### src/rtl/mem_sram_ctrl_pkg.sv
`default_nettype none
// ============================================================================
//  Module      : mem_sram_ctrl_pkg
//  Description : Shared types and constants for the 32-bit-to-16-bit SRAM
//                access controller: FSM state encoding, default data-segment
//                base address and SRAM bus widths.
//  Revision    : 1.0 - initial release
// ============================================================================
package mem_sram_ctrl_pkg;

    // Byte address that maps onto SRAM half-word pair 0.
    localparam int unsigned DEFAULT_DATA_BASE = 1024;

    // External SRAM: 18-bit half-word address, 16-bit data bus.
    localparam int unsigned SRAM_AW = 18;
    localparam int unsigned SRAM_DW = 16;

    // A 32-bit access is split into a LOW half-word phase and a HIGH
    // half-word phase, followed by a single-cycle DONE handshake.
    typedef enum logic [1:0] {
        IDLE = 2'd0,
        LOW  = 2'd1,
        HIGH = 2'd2,
        DONE = 2'd3
    } state_t;

endpackage : mem_sram_ctrl_pkg
`default_nettype wire

### src/rtl/mem_sram_ctrl.sv
`default_nettype none
// ============================================================================
//  Module      : mem_sram_ctrl
//  Description : MEM-stage load/store controller for a 16-bit asynchronous
//                SRAM. Each 32-bit access is performed as two half-word
//                phases (LOW then HIGH) of WAIT_CYCLES cycles each, followed
//                by one DONE cycle in which ready is raised. The pipeline
//                freezes while ready is low.
//
//  Ports       : clk, rst        - clock (rising edge), synchronous reset
//                wr_en, rd_en    - store / load request (store wins if both)
//                address, wdata  - byte address and store data
//                rdata           - load data, held until the next load
//                ready           - access complete (freeze = !ready)
//                sram_addr       - SRAM half-word address
//                sram_dq_out/oe  - SRAM write data and its drive enable
//                sram_dq_in      - SRAM read data
//                sram_we_n       - SRAM write strobe, active-low
//  Revision    : 1.0 - initial release
// ============================================================================
module mem_sram_ctrl
    import mem_sram_ctrl_pkg::*;
#(
    parameter int unsigned WAIT_CYCLES = 2,                 // legal 1..7
    parameter int unsigned DATA_BASE   = DEFAULT_DATA_BASE
) (
    input  logic               clk,
    input  logic               rst,
    input  logic               wr_en,
    input  logic               rd_en,
    input  logic [31:0]        address,
    input  logic [31:0]        wdata,
    output logic [31:0]        rdata,
    output logic               ready,
    output logic [SRAM_AW-1:0] sram_addr,
    output logic [SRAM_DW-1:0] sram_dq_out,
    output logic               sram_dq_oe,
    input  logic [SRAM_DW-1:0] sram_dq_in,
    output logic               sram_we_n
);

    localparam logic [2:0] c_LAST_CNT = 3'(WAIT_CYCLES - 1);

    state_t      r_state;
    state_t      w_next_state;
    logic [2:0]  r_cnt;
    logic        r_is_write;
    logic [16:0] r_word;
    logic [31:0] r_wdata;
    logic [31:0] r_rdata;

    logic        w_req;
    logic        w_phase_end;
    logic [16:0] w_word_in;

    assign w_req       = wr_en | rd_en;
    assign w_phase_end = (r_cnt == c_LAST_CNT);

    // Word index wraps modulo 2^17; addresses below DATA_BASE simply alias.
    assign w_word_in = 17'((address - DATA_BASE) >> 2);

    // ------------------------------------------------------------------
    // State register
    // ------------------------------------------------------------------
    always_ff @(posedge clk) begin
        if (rst) begin
            r_state <= IDLE;
        end else begin
            r_state <= w_next_state;
        end
    end

    // ------------------------------------------------------------------
    // Next-state and SRAM/handshake outputs
    // ------------------------------------------------------------------
    always_comb begin
        w_next_state = r_state;
        ready        = 1'b0;
        sram_addr    = '0;
        sram_dq_out  = '0;
        sram_dq_oe   = 1'b0;
        sram_we_n    = 1'b1;

        unique case (r_state)
            IDLE: begin
                // A request seen in IDLE freezes the pipeline immediately.
                ready = ~w_req;
                if (w_req) begin
                    w_next_state = LOW;
                end
            end
            LOW: begin
                sram_addr = {r_word, 1'b0};
                if (r_is_write) begin
                    sram_dq_oe  = 1'b1;
                    sram_we_n   = 1'b0;
                    sram_dq_out = r_wdata[15:0];
                end
                if (w_phase_end) begin
                    w_next_state = HIGH;
                end
            end
            HIGH: begin
                sram_addr = {r_word, 1'b1};
                if (r_is_write) begin
                    sram_dq_oe  = 1'b1;
                    sram_we_n   = 1'b0;
                    sram_dq_out = r_wdata[31:16];
                end
                if (w_phase_end) begin
                    w_next_state = DONE;
                end
            end
            DONE: begin
                // Requests here are ignored; they start from IDLE next cycle.
                ready        = 1'b1;
                w_next_state = IDLE;
            end
            default: begin
                w_next_state = IDLE;
            end
        endcase
    end

    // ------------------------------------------------------------------
    // Phase counter, request latch and load-data capture
    // ------------------------------------------------------------------
    always_ff @(posedge clk) begin
        if (rst) begin
            r_cnt      <= '0;
            r_is_write <= 1'b0;
            r_word     <= '0;
            r_wdata    <= '0;
            r_rdata    <= '0;
        end else begin
            // Counter restarts on every state change so each phase sees 0..N-1.
            if (w_next_state != r_state) begin
                r_cnt <= '0;
            end else if (r_state == LOW || r_state == HIGH) begin
                r_cnt <= r_cnt + 3'd1;
            end

            // Operation is frozen at IDLE->LOW; later input changes are ignored.
            if (r_state == IDLE && w_req) begin
                r_is_write <= wr_en;
                r_word     <= w_word_in;
                r_wdata    <= wdata;
            end

            // Sample the SRAM at the end of each phase, when data has settled.
            if (!r_is_write && w_phase_end) begin
                if (r_state == LOW) begin
                    r_rdata[15:0] <= sram_dq_in;
                end
                if (r_state == HIGH) begin
                    r_rdata[31:16] <= sram_dq_in;
                end
            end
        end
    end

    assign rdata = r_rdata;

endmodule : mem_sram_ctrl
`default_nettype wire

### config.mk
export PLATFORM = sky130hd
export DESIGN_NAME = mem_sram_ctrl
export DESIGN_NICKNAME = d
export VERILOG_FILES = /design/src/rtl/mem_sram_ctrl_pkg.sv /design/src/rtl/mem_sram_ctrl.sv
export SDC_FILE = /design/constraint.sdc
export NUM_CORES = 1
export LEC_CHECK = 0
export CORE_MARGIN = 2
export CORE_UTILIZATION = 46
export DETAILED_ROUTE_END_ITERATION = 10
export GPL_TIMING_DRIVEN = 0
export PLACE_DENSITY = 0.88
export REMOVE_ABC_BUFFERS = 1
export SLEW_MARGIN = 20
export SYNTH_ARGS = -nofsm -noshare
export SYNTH_HDL_FRONTEND = slang
export SYNTH_SLANG_ARGS = --single-unit
### constraint.sdc
create_clock -name clk -period 5.19 [get_ports clk]
set_clock_uncertainty 0.05 [all_clocks]
set_input_delay 1.038 -clock clk [delete_from_list [all_inputs] [get_ports clk]]
set_output_delay 1.038 -clock clk [all_outputs]
set_load 0.03 [all_outputs]
==> metrics.md <==
| Metric | Value |
|---|---|
| Post-synth top area cell | `dfxtp_1` |
| Worst Path Required | `4.10 ns` |
| RePlAce Congestion | `0.775` |
| Final Util | `68.6%` |
| CP endpoint kind | `output port` |
| Layout Area Growth over Synthesis | `44.1%` |
| Ys async rst share | `0%` |
| Max Root-Sink Buffers | `2` |
| Part of the cycle the worst path needs | `79.4%` |
| Worst Tran Pin Value | `0.823 ns` |
| Share of layout cells above drive strength 1 | `4.67%` |
| Leak pwr | `1.90 nW` |
| Clk Latency, worst-skew pair | `0.35 ns` |
| Final hold slack | `0.405 ns` |
| Relative max-transition margin | `45.1%` |
| H-Tree Depth | `3` |
| Remaining DRCs | `0` |
| PD cells | `398 mW/mm^2` |
| Final setup vio count | `0` |
| Top post-synthesis cells by area | `dfxtp_1 (47%), nand2_1 (15%), a21oi_1 (10%)` |
| Max IR drop VDD | `0.000181 V` |
| Kind of critical path | `flip-flop to output port` |
| Count leader, synth | `nand2_1` |
| Final slew viol count | `0` |
| Main synth FF type | `dfxtp_1` |
| Core Box Area | `0.00773 sq mm` |
| Yosys top cell area share | `47.4%` |
| Die footprint | `0.00873 sq mm` |
| Seq/Total Area, Yosys | `47.4%` |
| Area of the multi-input gates | `0.00178 sq mm` |
| Clock Sinks | `87` |
| Total CTS buffers | `9` |
| Routed WL per cell | `13.7 um` |
| TritonCTS clock tree | `yes` |
| Critical Path Fanout Max | `21` |
| Syn Inst Count | `478` |
| Port Buffers | `137` |
| Largest net degree at the start of global routing | `48` |
| Post-Route WL | `9.60 mm` |
| DR pass1 iterations | `5` |
| Tot Pwr | `2.11 mW` |
| Reg area | `0.00174 sq mm` |
| Outcome | `finished, final reports clean` |
| Final Hold Vio Count | `0` |
| Clock-pin slew on the worst setup and hold paths | `0.09 ns` |
| Total number of vias | `3636` |
| CTS Root Buffer Type | `clkbuf_8` |
| Synthesized area | `0.00368 sq mm` |
| Fmax | `0.243 GHz` |
| Hold Buf Count CTS | `0` |
| Antenna violations before repair | `0` |
| Final #Nets | `688` |
| Site Rows | `32` |
| HPWL after DPL | `6.84 mm` |
| Syn. warnings | `0` |
| Initial DRC Count | `118` |
| Grt ovf | `0` |
| Hold Path Class | `flip-flop to flip-flop` |
| Vias in the first global route | `3474` |
| IO Pins | `153` |
| First-pass GRT wire length | `15.5 mm` |
| Syn_area_per_cell | `7.69 sq um` |
| Cell variety after synth | `33` |
| DIE WIDTH | `93.4 um` |
| Ranking of synthesized cells by instance count | `nand2_1 (151), dfxtp_1 (87), a21oi_1 (74)` |
| Fin Setup TNS | `0 ns` |
| CTS-repair resized insts | `0` |
| # Max-Cap Violations | `0` |
| Global-route usage over all layers | `22.1%` |
| Via-per-instance ratio | `5.18` |
| Post-CTS Setup Inserts | `0` |
| Min Tclk post-route | `4.12 ns` |
| Die height | `93.4 um` |
| Worst EP arrival | `3.03 ns` |
| Startpoint Class | `flip-flop` |
| Initial Utilization | `47.6%` |
| Reg2Reg Setup Slack | `2.64 ns` |
| Ant diodes | `0` |
| Final antenna-violating net count | `0` |
| RSZ-0062 raised after global routing | `no` |
| Filler cell count | `633` |
| Post-synth EDFFs | `0` |
| Synth Register Bits | `87` |
## metrics by stage
step	instances	instance area (sq um)	worst slack, ns
floorplan	444	3540	2.22
global placement	683	5040	0.786
detailed placement	686	5100	1.44
CTS	702	5300	1.06
global route	702	5300	0.812
finish	702	5300	1.07
## final cells by class
type	count	share of cell area, %
Tap cell	102	2.41
Clock buffer	9	2.34
Timing Repair Buffer	140	26.8
Multi-Input combinational cell	349	33.6
Sequential cell	87	32.9
Inverter	8	0.567
Clock inverter	7	1.37
## state kept, by name, summed over array words and instances, names as in the netlist
signal and cells:
r_wdata 32, rdata 32, r_word 17, r_cnt 3, r_state 2, r_is_write 1
## worst max-delay path, cell delays in order, from the launching register on
cell	delay, ns
dfxtp_1	0.39
inv_1	0.15
ha_1	0.72
o21a_1	0.54
and2_1	0.21
clkdlybuf4s50_1	0.67
## placed cells by master (no fill, tap or decap), drive strengths merged, types with 2 or more instances in the layout
cell type and instances:
a211oi 9, xnor2 5, o21ai 5, or3 2
nand2 151, clkinv 3, ha 9, nand2b 2
a221oi 2, dfxtp 87, buf 4, and3b 2
a22oi 16, nor2b 3, nor2 36, clkbuf 9
clkdlybuf4s50 136, xor2 3, inv 9, and2 18
clkinvlp 2, a21oi 74
## routing by layer
layer	GRT usage (%)	vias to the layer above	part of all wire (%)
met5	0	-	0
li1	-	1805	-
met3	3.95	13	6.8
met2	39.6	137	50
met1	26.3	1681	42
met4	7.84	0	1.4
## path summary, 6_finish.rpt
| check | startpoint | end | cells past startpoint |
|---|---|---|---|
| max | r_state[1] | sram_addr[17] | 5 |
| min | r_word[1] | r_word[1] | 2 |
| max reg2reg | r_state[0] | rdata[20] | 6 |
| min reg2reg | r_word[1] | r_word[1] | 2 |
## power breakdown
| group | internal [mW] | switching (mW) | leakage, nW |
|---|---|---|---|
| clock network | 0.223 | 0.245 | 0.0956 |
| registers | 0.794 | 0.0730 | 0.712 |
| logic | 0.292 | 0.479 | 1.09 |
| total | 1.31 | 0.797 | 1.90 |
## logic make-up after synthesis
family | Yosys count | synth area share, %
flip-flops | 87 | 47.4
AND/OR/NAND/NOR | 220 | 25.3
XOR/XNOR | 8 | 1.91
adder cells (fa/ha/maj) | 9 | 3.06
buffers and inverters | 42 | 4.49
AO/OA/AOI/OAI | 112 | 17.8
Power figures use the tool's default switching activity.
